### config.mk
export PLATFORM = sky130hd
export DESIGN_NAME = card_game_ctrl_flat
export DESIGN_NICKNAME = d
export VERILOG_FILES = /design/src/rtl/card_game_pkg.sv /design/src/rtl/card_game_ctrl_if.sv /design/src/rtl/card_game_ctrl_cursor_nav.sv /design/src/rtl/card_game_ctrl.sv /design/src/flat_wrapper.sv
export SDC_FILE = /design/constraint.sdc
export NUM_CORES = 1
export LEC_CHECK = 0
export CAP_MARGIN = 20
export CELL_PAD_IN_SITES_DETAIL_PLACEMENT = 1
export CELL_PAD_IN_SITES_GLOBAL_PLACEMENT = 2
export CORE_AREA = 2 2 150 115
export CTS_BUF_LIST = sky130_fd_sc_hd__clkbuf_8
export CTS_CLUSTER_DIAMETER = 200
export DETAILED_ROUTE_END_ITERATION = 10
export DIE_AREA = 0 0 152 117
export MAX_ROUTING_LAYER = met4
export PLACE_DENSITY = 0.75
export RECOVER_POWER = 50
export SETUP_SLACK_MARGIN = 0.3
export SLEW_MARGIN = 20
export SYNTH_ARGS = -nofsm -noshare
export SYNTH_HDL_FRONTEND = slang
export SYNTH_SLANG_ARGS = --single-unit
### constraint.sdc
create_clock -name clk -period 3.4 [get_ports clk]
set_clock_uncertainty 0.2 [all_clocks]
set_input_delay 1.02 -clock clk [delete_from_list [all_inputs] [get_ports clk]]
set_output_delay 1.02 -clock clk [all_outputs]
set_load 0.1 [all_outputs]
### src/rtl/card_game_pkg.sv
// card_game_pkg: shared state encoding, grid constants and card layout for the memory game
package card_game_pkg;

    typedef enum logic [1:0] {PICK1, PICK2, SHOW, DONE} state_t;

    localparam int GRID_DIM  = 4;
    localparam int NUM_CARDS = 16;
    localparam int NUM_PAIRS = 8;

    localparam logic [2:0] LAYOUT [NUM_CARDS] = '{
        3'd3, 3'd5, 3'd0, 3'd7, 3'd1, 3'd6, 3'd2, 3'd4,
        3'd6, 3'd0, 3'd4, 3'd3, 3'd7, 3'd2, 3'd5, 3'd1
    };

endpackage

### src/rtl/card_game_ctrl_if.sv
// card_game_ctrl_if: button pulses in, board state out, between input stage and game logic
interface card_game_ctrl_if;
    import card_game_pkg::*;

    logic                 btn_up;
    logic                 btn_down;
    logic                 btn_left;
    logic                 btn_right;
    logic                 btn_sel;
    logic [3:0]           cursor;
    logic [NUM_CARDS-1:0] card_en;
    logic [NUM_CARDS-1:0] matched;
    logic [3:0]           pairs_found;
    logic [7:0]           tries;
    logic                 game_over;

    modport master (
        output btn_up, btn_down, btn_left, btn_right, btn_sel,
        input  cursor, card_en, matched, pairs_found, tries, game_over
    );

    modport slave (
        input  btn_up, btn_down, btn_left, btn_right, btn_sel,
        output cursor, card_en, matched, pairs_found, tries, game_over
    );

endinterface

### src/rtl/card_game_ctrl_cursor_nav.sv
// cursor_nav: registered {row,col} cursor with per-axis wrap and up>down>left>right priority
module cursor_nav (
    input  logic       clk,
    input  logic       reset,
    input  logic       up,
    input  logic       down,
    input  logic       left,
    input  logic       right,
    input  logic       freeze,
    input  logic       clear,
    output logic [3:0] cursor
);

    logic [3:0] next;

    // 2-bit row/col arithmetic wraps naturally within the row or column
    always_comb
        next = up    ? {cursor[3:2] - 2'd1, cursor[1:0]} :
               down  ? {cursor[3:2] + 2'd1, cursor[1:0]} :
               left  ? {cursor[3:2], cursor[1:0] - 2'd1} :
               right ? {cursor[3:2], cursor[1:0] + 2'd1} : cursor;

    // clear (game restart) wins over freeze; otherwise move unless frozen
    always_ff @(posedge clk or posedge reset)
        if (reset)
            cursor <= '0;
        else if (clear)
            cursor <= '0;
        else if (!freeze)
            cursor <= next;

endmodule

### src/rtl/card_game_ctrl.sv
// card_game_ctrl: pick-two / compare / hide-or-keep game logic for the 4x4 memory card game
module card_game_ctrl
    import card_game_pkg::*;
#(
    parameter int SHOW_CYCLES = 50_000_000,
    parameter int TIMER_W     = 26
) (
    input logic             clk,
    input logic             reset,
    card_game_ctrl_if.slave bus
);

    localparam logic [TIMER_W-1:0] SHOW_LOAD = TIMER_W'(SHOW_CYCLES - 1);

    state_t               state_q, state_d;
    logic [NUM_CARDS-1:0] card_en_q, card_en_d;
    logic [NUM_CARDS-1:0] matched_q, matched_d;
    logic [3:0]           pairs_q, pairs_d;
    logic [7:0]           tries_q, tries_d;
    logic [TIMER_W-1:0]   timer_q, timer_d;
    logic [3:0]           first_q, first_d;
    logic [3:0]           second_q, second_d;
    logic                 game_over_q;
    logic [3:0]           cursor;
    logic                 sel;
    logic                 valid;

    assign sel   = bus.btn_sel;
    assign valid = !card_en_q[cursor];

    cursor_nav u_nav (
        .clk    (clk),
        .reset  (reset),
        .up     (bus.btn_up),
        .down   (bus.btn_down),
        .left   (bus.btn_left),
        .right  (bus.btn_right),
        .freeze (state_q == DONE),
        .clear  (state_q == DONE && sel),
        .cursor (cursor)
    );

    // state and board registers; game_over is registered off the next state
    always_ff @(posedge clk or posedge reset)
        if (reset) begin
            state_q     <= PICK1;
            card_en_q   <= '0;
            matched_q   <= '0;
            pairs_q     <= '0;
            tries_q     <= '0;
            timer_q     <= '0;
            first_q     <= '0;
            second_q    <= '0;
            game_over_q <= 1'b0;
        end else begin
            state_q     <= state_d;
            card_en_q   <= card_en_d;
            matched_q   <= matched_d;
            pairs_q     <= pairs_d;
            tries_q     <= tries_d;
            timer_q     <= timer_d;
            first_q     <= first_d;
            second_q    <= second_d;
            game_over_q <= state_d == DONE;
        end

    // selects use the pre-move cursor; SHOW resolves the pair when the timer reaches zero
    always_comb begin
        state_d   = state_q;
        card_en_d = card_en_q;
        matched_d = matched_q;
        pairs_d   = pairs_q;
        tries_d   = tries_q;
        timer_d   = timer_q;
        first_d   = first_q;
        second_d  = second_q;
        case (state_q)
            PICK1:
                if (sel && valid) begin
                    card_en_d[cursor] = 1'b1;
                    first_d           = cursor;
                    state_d           = PICK2;
                end
            PICK2:
                if (sel && valid) begin
                    card_en_d[cursor] = 1'b1;
                    second_d          = cursor;
                    timer_d           = SHOW_LOAD;
                    tries_d           = (tries_q == 8'hFF) ? tries_q : tries_q + 8'd1;
                    state_d           = SHOW;
                end
            SHOW:
                if (timer_q == '0) begin
                    if (LAYOUT[first_q] == LAYOUT[second_q]) begin
                        matched_d[first_q]  = 1'b1;
                        matched_d[second_q] = 1'b1;
                        pairs_d             = pairs_q + 4'd1;
                        state_d             = (pairs_q == 4'(NUM_PAIRS - 1)) ? DONE : PICK1;
                    end else begin
                        card_en_d[first_q]  = 1'b0;
                        card_en_d[second_q] = 1'b0;
                        state_d             = PICK1;
                    end
                end else
                    timer_d = timer_q - 1'b1;
            DONE:
                if (sel) begin
                    card_en_d = '0;
                    matched_d = '0;
                    pairs_d   = '0;
                    tries_d   = '0;
                    state_d   = PICK1;
                end
        endcase
    end

    assign bus.cursor      = cursor;
    assign bus.card_en     = card_en_q;
    assign bus.matched     = matched_q;
    assign bus.pairs_found = pairs_q;
    assign bus.tries       = tries_q;
    assign bus.game_over   = game_over_q;

endmodule

### src/flat_wrapper.sv
// flat-port wrapper written by rule: the top's interface ports become plain ports
module card_game_ctrl_flat import card_game_pkg::*;
#(
    parameter int SHOW_CYCLES = 50_000_000,
    parameter int TIMER_W     = 26
)
  (clk, reset, bus_btn_up, bus_btn_down, bus_btn_left, bus_btn_right, bus_btn_sel, bus_cursor, bus_card_en, bus_matched, bus_pairs_found, bus_tries, bus_game_over);
  card_game_ctrl_if bus_i ();
  input logic clk;
  input logic reset;
  input wire logic [$bits(bus_i.btn_up)-1:0] bus_btn_up;
  input wire logic [$bits(bus_i.btn_down)-1:0] bus_btn_down;
  input wire logic [$bits(bus_i.btn_left)-1:0] bus_btn_left;
  input wire logic [$bits(bus_i.btn_right)-1:0] bus_btn_right;
  input wire logic [$bits(bus_i.btn_sel)-1:0] bus_btn_sel;
  output wire logic [$bits(bus_i.cursor)-1:0] bus_cursor;
  output wire logic [$bits(bus_i.card_en)-1:0] bus_card_en;
  output wire logic [$bits(bus_i.matched)-1:0] bus_matched;
  output wire logic [$bits(bus_i.pairs_found)-1:0] bus_pairs_found;
  output wire logic [$bits(bus_i.tries)-1:0] bus_tries;
  output wire logic [$bits(bus_i.game_over)-1:0] bus_game_over;
  assign bus_i.btn_up = bus_btn_up;
  assign bus_i.btn_down = bus_btn_down;
  assign bus_i.btn_left = bus_btn_left;
  assign bus_i.btn_right = bus_btn_right;
  assign bus_i.btn_sel = bus_btn_sel;
  assign bus_cursor = bus_i.cursor;
  assign bus_card_en = bus_i.card_en;
  assign bus_matched = bus_i.matched;
  assign bus_pairs_found = bus_i.pairs_found;
  assign bus_tries = bus_i.tries;
  assign bus_game_over = bus_i.game_over;
  card_game_ctrl #(.SHOW_CYCLES(SHOW_CYCLES), .TIMER_W(TIMER_W)) u_core (.clk(clk), .reset(reset), .bus(bus_i));
endmodule
==> results.toml <==
[timing]
grt_setup_unrepaired = "true"
min_period_ns = 3.025
slew_headroom = 0.1664
setup_violations = 0
fin_ws_ns = 0.3755
worstMarginPinSlew_ns = 1.244
fin_tns_setup_ns = 0
hold_viol = 0
fmax_mhz = 330.6
slew_violations = 0
period_share = 0.8896

[layout]
fin_area_um2 = 6334
layout_commonest_cell = "dfrtp_1"
final_nets = 672
most-common-layout-cells = "dfrtp_1 (77), buf_4 (58), inv_1 (48), nand2_1 (34), o21ai_0 (33)"
drive_above_1_share = 0.1954
num_antenna_cells = 0
area_delta_synth_final_pct = 19.78
utilization = 0.3846
nFillCells = 1888

[setup_path]
reg2reg_slack_ns = 0.38
crit_buf_inv = 1
rr_worst_depth = 7
reg2reg_to = "u_core.bus.matched[11]$_DFFE_PP0P_"
end_kind = "register"
crit_fanout = 13
path_cells = "or4_4 -> or4_4 -> nor3_4 -> o2111ai_2 -> a211o_4 -> buf_12 -> a211oi_1"
slowest_stage = "or4_4"
path_class = "register to register"
rr_startpoint = "u_core.timer_q[19]$_DFFE_PP0P_"
worstPathArrival_ns = 3.11
cp_top_family = "simple AND/OR/NAND/NOR gates"
cp-startpoint = "u_core.timer_q[19]$_DFFE_PP0P_"
crit_top_cell = "or4_4"
max_stage_delay_ns = 0.59
cp.required_ns = 3.48
startpoint_type = "register"

[synthesis]
async_flop_share = 1.000
yosysUniqueCellTypes = 64
synth_top_area_frac = 0.4023
synth.top_cells.by_area = "dfrtp_1 (40%), ha_1 (4.7%), inv_1 (3.4%)"
synth_nets = 602
synth_xor_area_frac = 0.003313
synth_fa_ha_area_frac = 0.04733
synth_top_family_by_area = "compound AO/OA/AOI/OAI gates"
yosysTopAreaCell = "dfrtp_1"
syn_area_per_cell_um2 = 9.196
syn_area_um2 = 5288
synth-simple-area-share = 0.1855
yosys_warnings = 0
synthMuxAreaShare = 0.03526
synth_seq_cells = 85
synth_compound_area_frac = 0.2622
synthesis.instances = 575
synth_edf_count = 0
synth_seq_area_share = 0.4023
synth-main-ff-cell = "dfrtp_1"

[drt]
via_per_inst = 5.637
dr.pass1.iters = 4
drc = 0
final_antenna_net_count = 0
vias = 4876
drt_wl_total_mm = 16.81
wl_per_cell_um = 19.44
drt_iter0_drc = 315

[clock_tree]
cts_hold_buf = 0
htree_levels = 3
cts_buffer_depth = 2
clkLatencyLatePin_ns = 0.38
numClockSinks = 85
cts_made_buffers = 9
cts-root-buf = "clkbuf_8"
cts_tree = "done"
clk_pin_slew_ns = 0.09

[global_routing]
grt_remaining_overflow = 0
grt_max_degree = 34
grt_pass1_vias = 4981
antenna_found_initial = 0
grt_first_pass_wirelength_mm = 27.23
grt_usage = 0.1982

[placement]
io_buffers = 55
place.gp.congestion = 0.8247
hpwl_mm = 12.24
place_area_um2 = 6130
place_ws_ns = 0.1523

[die]
die_h_um = 117
io_pins = 56
start_util = 0.3211
coreArea_um2 = 16470
fp.dieW_um = 152
die_area_um2 = 17780
rows = 41

[power]
p_per_area_nw_per_um2 = 354.7
ir_drop_uv = 215.2
p_leak_nw = 2.666

[hold_path]
hold_depth = 1
hold_end = "u_core.timer_q[25]$_DFFE_PP0P_"
hold_path.startpoint = "u_core.timer_q[25]$_DFFE_PP0P_"
hold_path_class = "register to register"

[run]
cap_violations = 0

[run_status]
status = "completed"
layer usage:
layer	wire, um	GRT usage	vias up
met3	966	0.04602	7
met2	7619	0.3000	109
met4	66	0.03801	0
met1	8161	0.2744	2470
li1	-	-	2290
met5	0	-	-
logic make-up (layout without fill, tap and decap cells):
group                    Yosys count  after routing
AO/OA/AOI/OAI                    189            189
XOR/XNOR                           2              2
adder cells (fa/ha/maj)           20             20
buffers and inverters             82            157
flip-flops                        85             85
multiplexers                      15             15
AND/OR/NAND/NOR                  182            182
power breakdown:
part | internal, mW | switching (mW)
Combinational | 0.104 | 0.262
Sequential | 1.03 | 0.0810
Clock | 0.358 | 0.410
Total | 1.49 | 0.752
metrics by stage:
| stage | std cells | total power [mW] | hold WS (ns) |
|---|---|---|---|
| CTS | 858 | 2.282 | 0.2860 |
| global placement | 842 | 1.492 | 0.2593 |
| global route | 865 | 2.356 | 0.3213 |
| detailed placement | 842 | 1.504 | 0.2739 |
| floorplan | 575 | 1.376 | 0.2416 |
| finish | 865 | 2.246 | 0.2855 |
worst max path at each step:
stage                                                     to  cells after the start
final                     u_core.bus.matched[11]$_DFFE_PP0P_                      7
after global routing       u_core.bus.matched[1]$_DFFE_PP0P_                      3
after CTS                 u_core.bus.matched[10]$_DFFE_PP0P_                      7
after detailed placement      u_core.timer_q[23]$_DFFE_PP0P_                      8
after global placement        u_core.second_q[2]$_DFFE_PP0P_                      7
after floorplan            u_core.bus.matched[0]$_DFFE_PP0P_                     10
cell usage after synthesis, types with 2 or more instances:
master and number:
mux2_2 9, nor2_1 26, nor4_1 6, or3_1 8, nand4b_1 2, buf_6 2, a31oi_1 15, o221ai_1 17
o311ai_0 3, nand2_1 34, xnor2_1 2, a22o_1 4, o211a_1 2, dfrtp_1 85, inv_1 48, ha_1 20
buf_1 3, nand2b_1 5, clkbuf_1 25, o2111ai_1 2, and2_0 2, o31ai_1 12, o41ai_1 5, a41oi_1 5
nor2b_1 13, a22oi_1 22, a21oi_1 28, o2bb2ai_1 2, mux4_2 2, nor3_1 15, o21ai_0 33, nand3b_1 11
nand3_1 24, a221o_1 2, and2_1 17, and3_1 5, mux2i_1 4, a211oi_1 8, a211oi_2 11, or2_2 5
o211ai_1 4, or4_1 5
worst reg2reg max path: cells and delay by family (launching register included):
kind | cells | cell delay (ns)
buffers and inverters | 1 | 0.17
AO/OA/AOI/OAI | 3 | 0.81
flip-flops | 1 | 0.44
AND/OR/NAND/NOR | 3 | 1.32
sequential cells by signal, summed over array words and instances (netlist names):
register / count
u_core.state_q: 2
u_core.second_q: 4
u_core.timer_q: 26
u_core.bus.matched: 16
u_core.first_q: 4
u_core.bus.card_en: 16
u_core.bus.game_over: 1
u_core.u_nav.cursor: 4
u_core.bus.tries: 8
u_core.bus.pairs_found: 4
layout make-up:
cell class | instances | area, um2 | share of cell area
repair buffers | 92 | 670.6 | 0.1059
clock inverters | 6 | 65.06 | 0.01027
flip-flops and latches | 85 | 2142 | 0.3382
well taps | 215 | 269.0 | 0.04247
inverters | 49 | 185.2 | 0.02924
multi-input cells | 408 | 2864 | 0.4522
clock buffers | 10 | 137.6 | 0.02173
timing repair:
item / CTS / global route
cloned: 0 / 0
endpoints found under the setup margin: 15 / 24
pin swaps: 1 / 2
resized for setup: 4 / 10
buffers inserted: 0 / 7
Note: power is estimated with default switching activity, not from simulation.
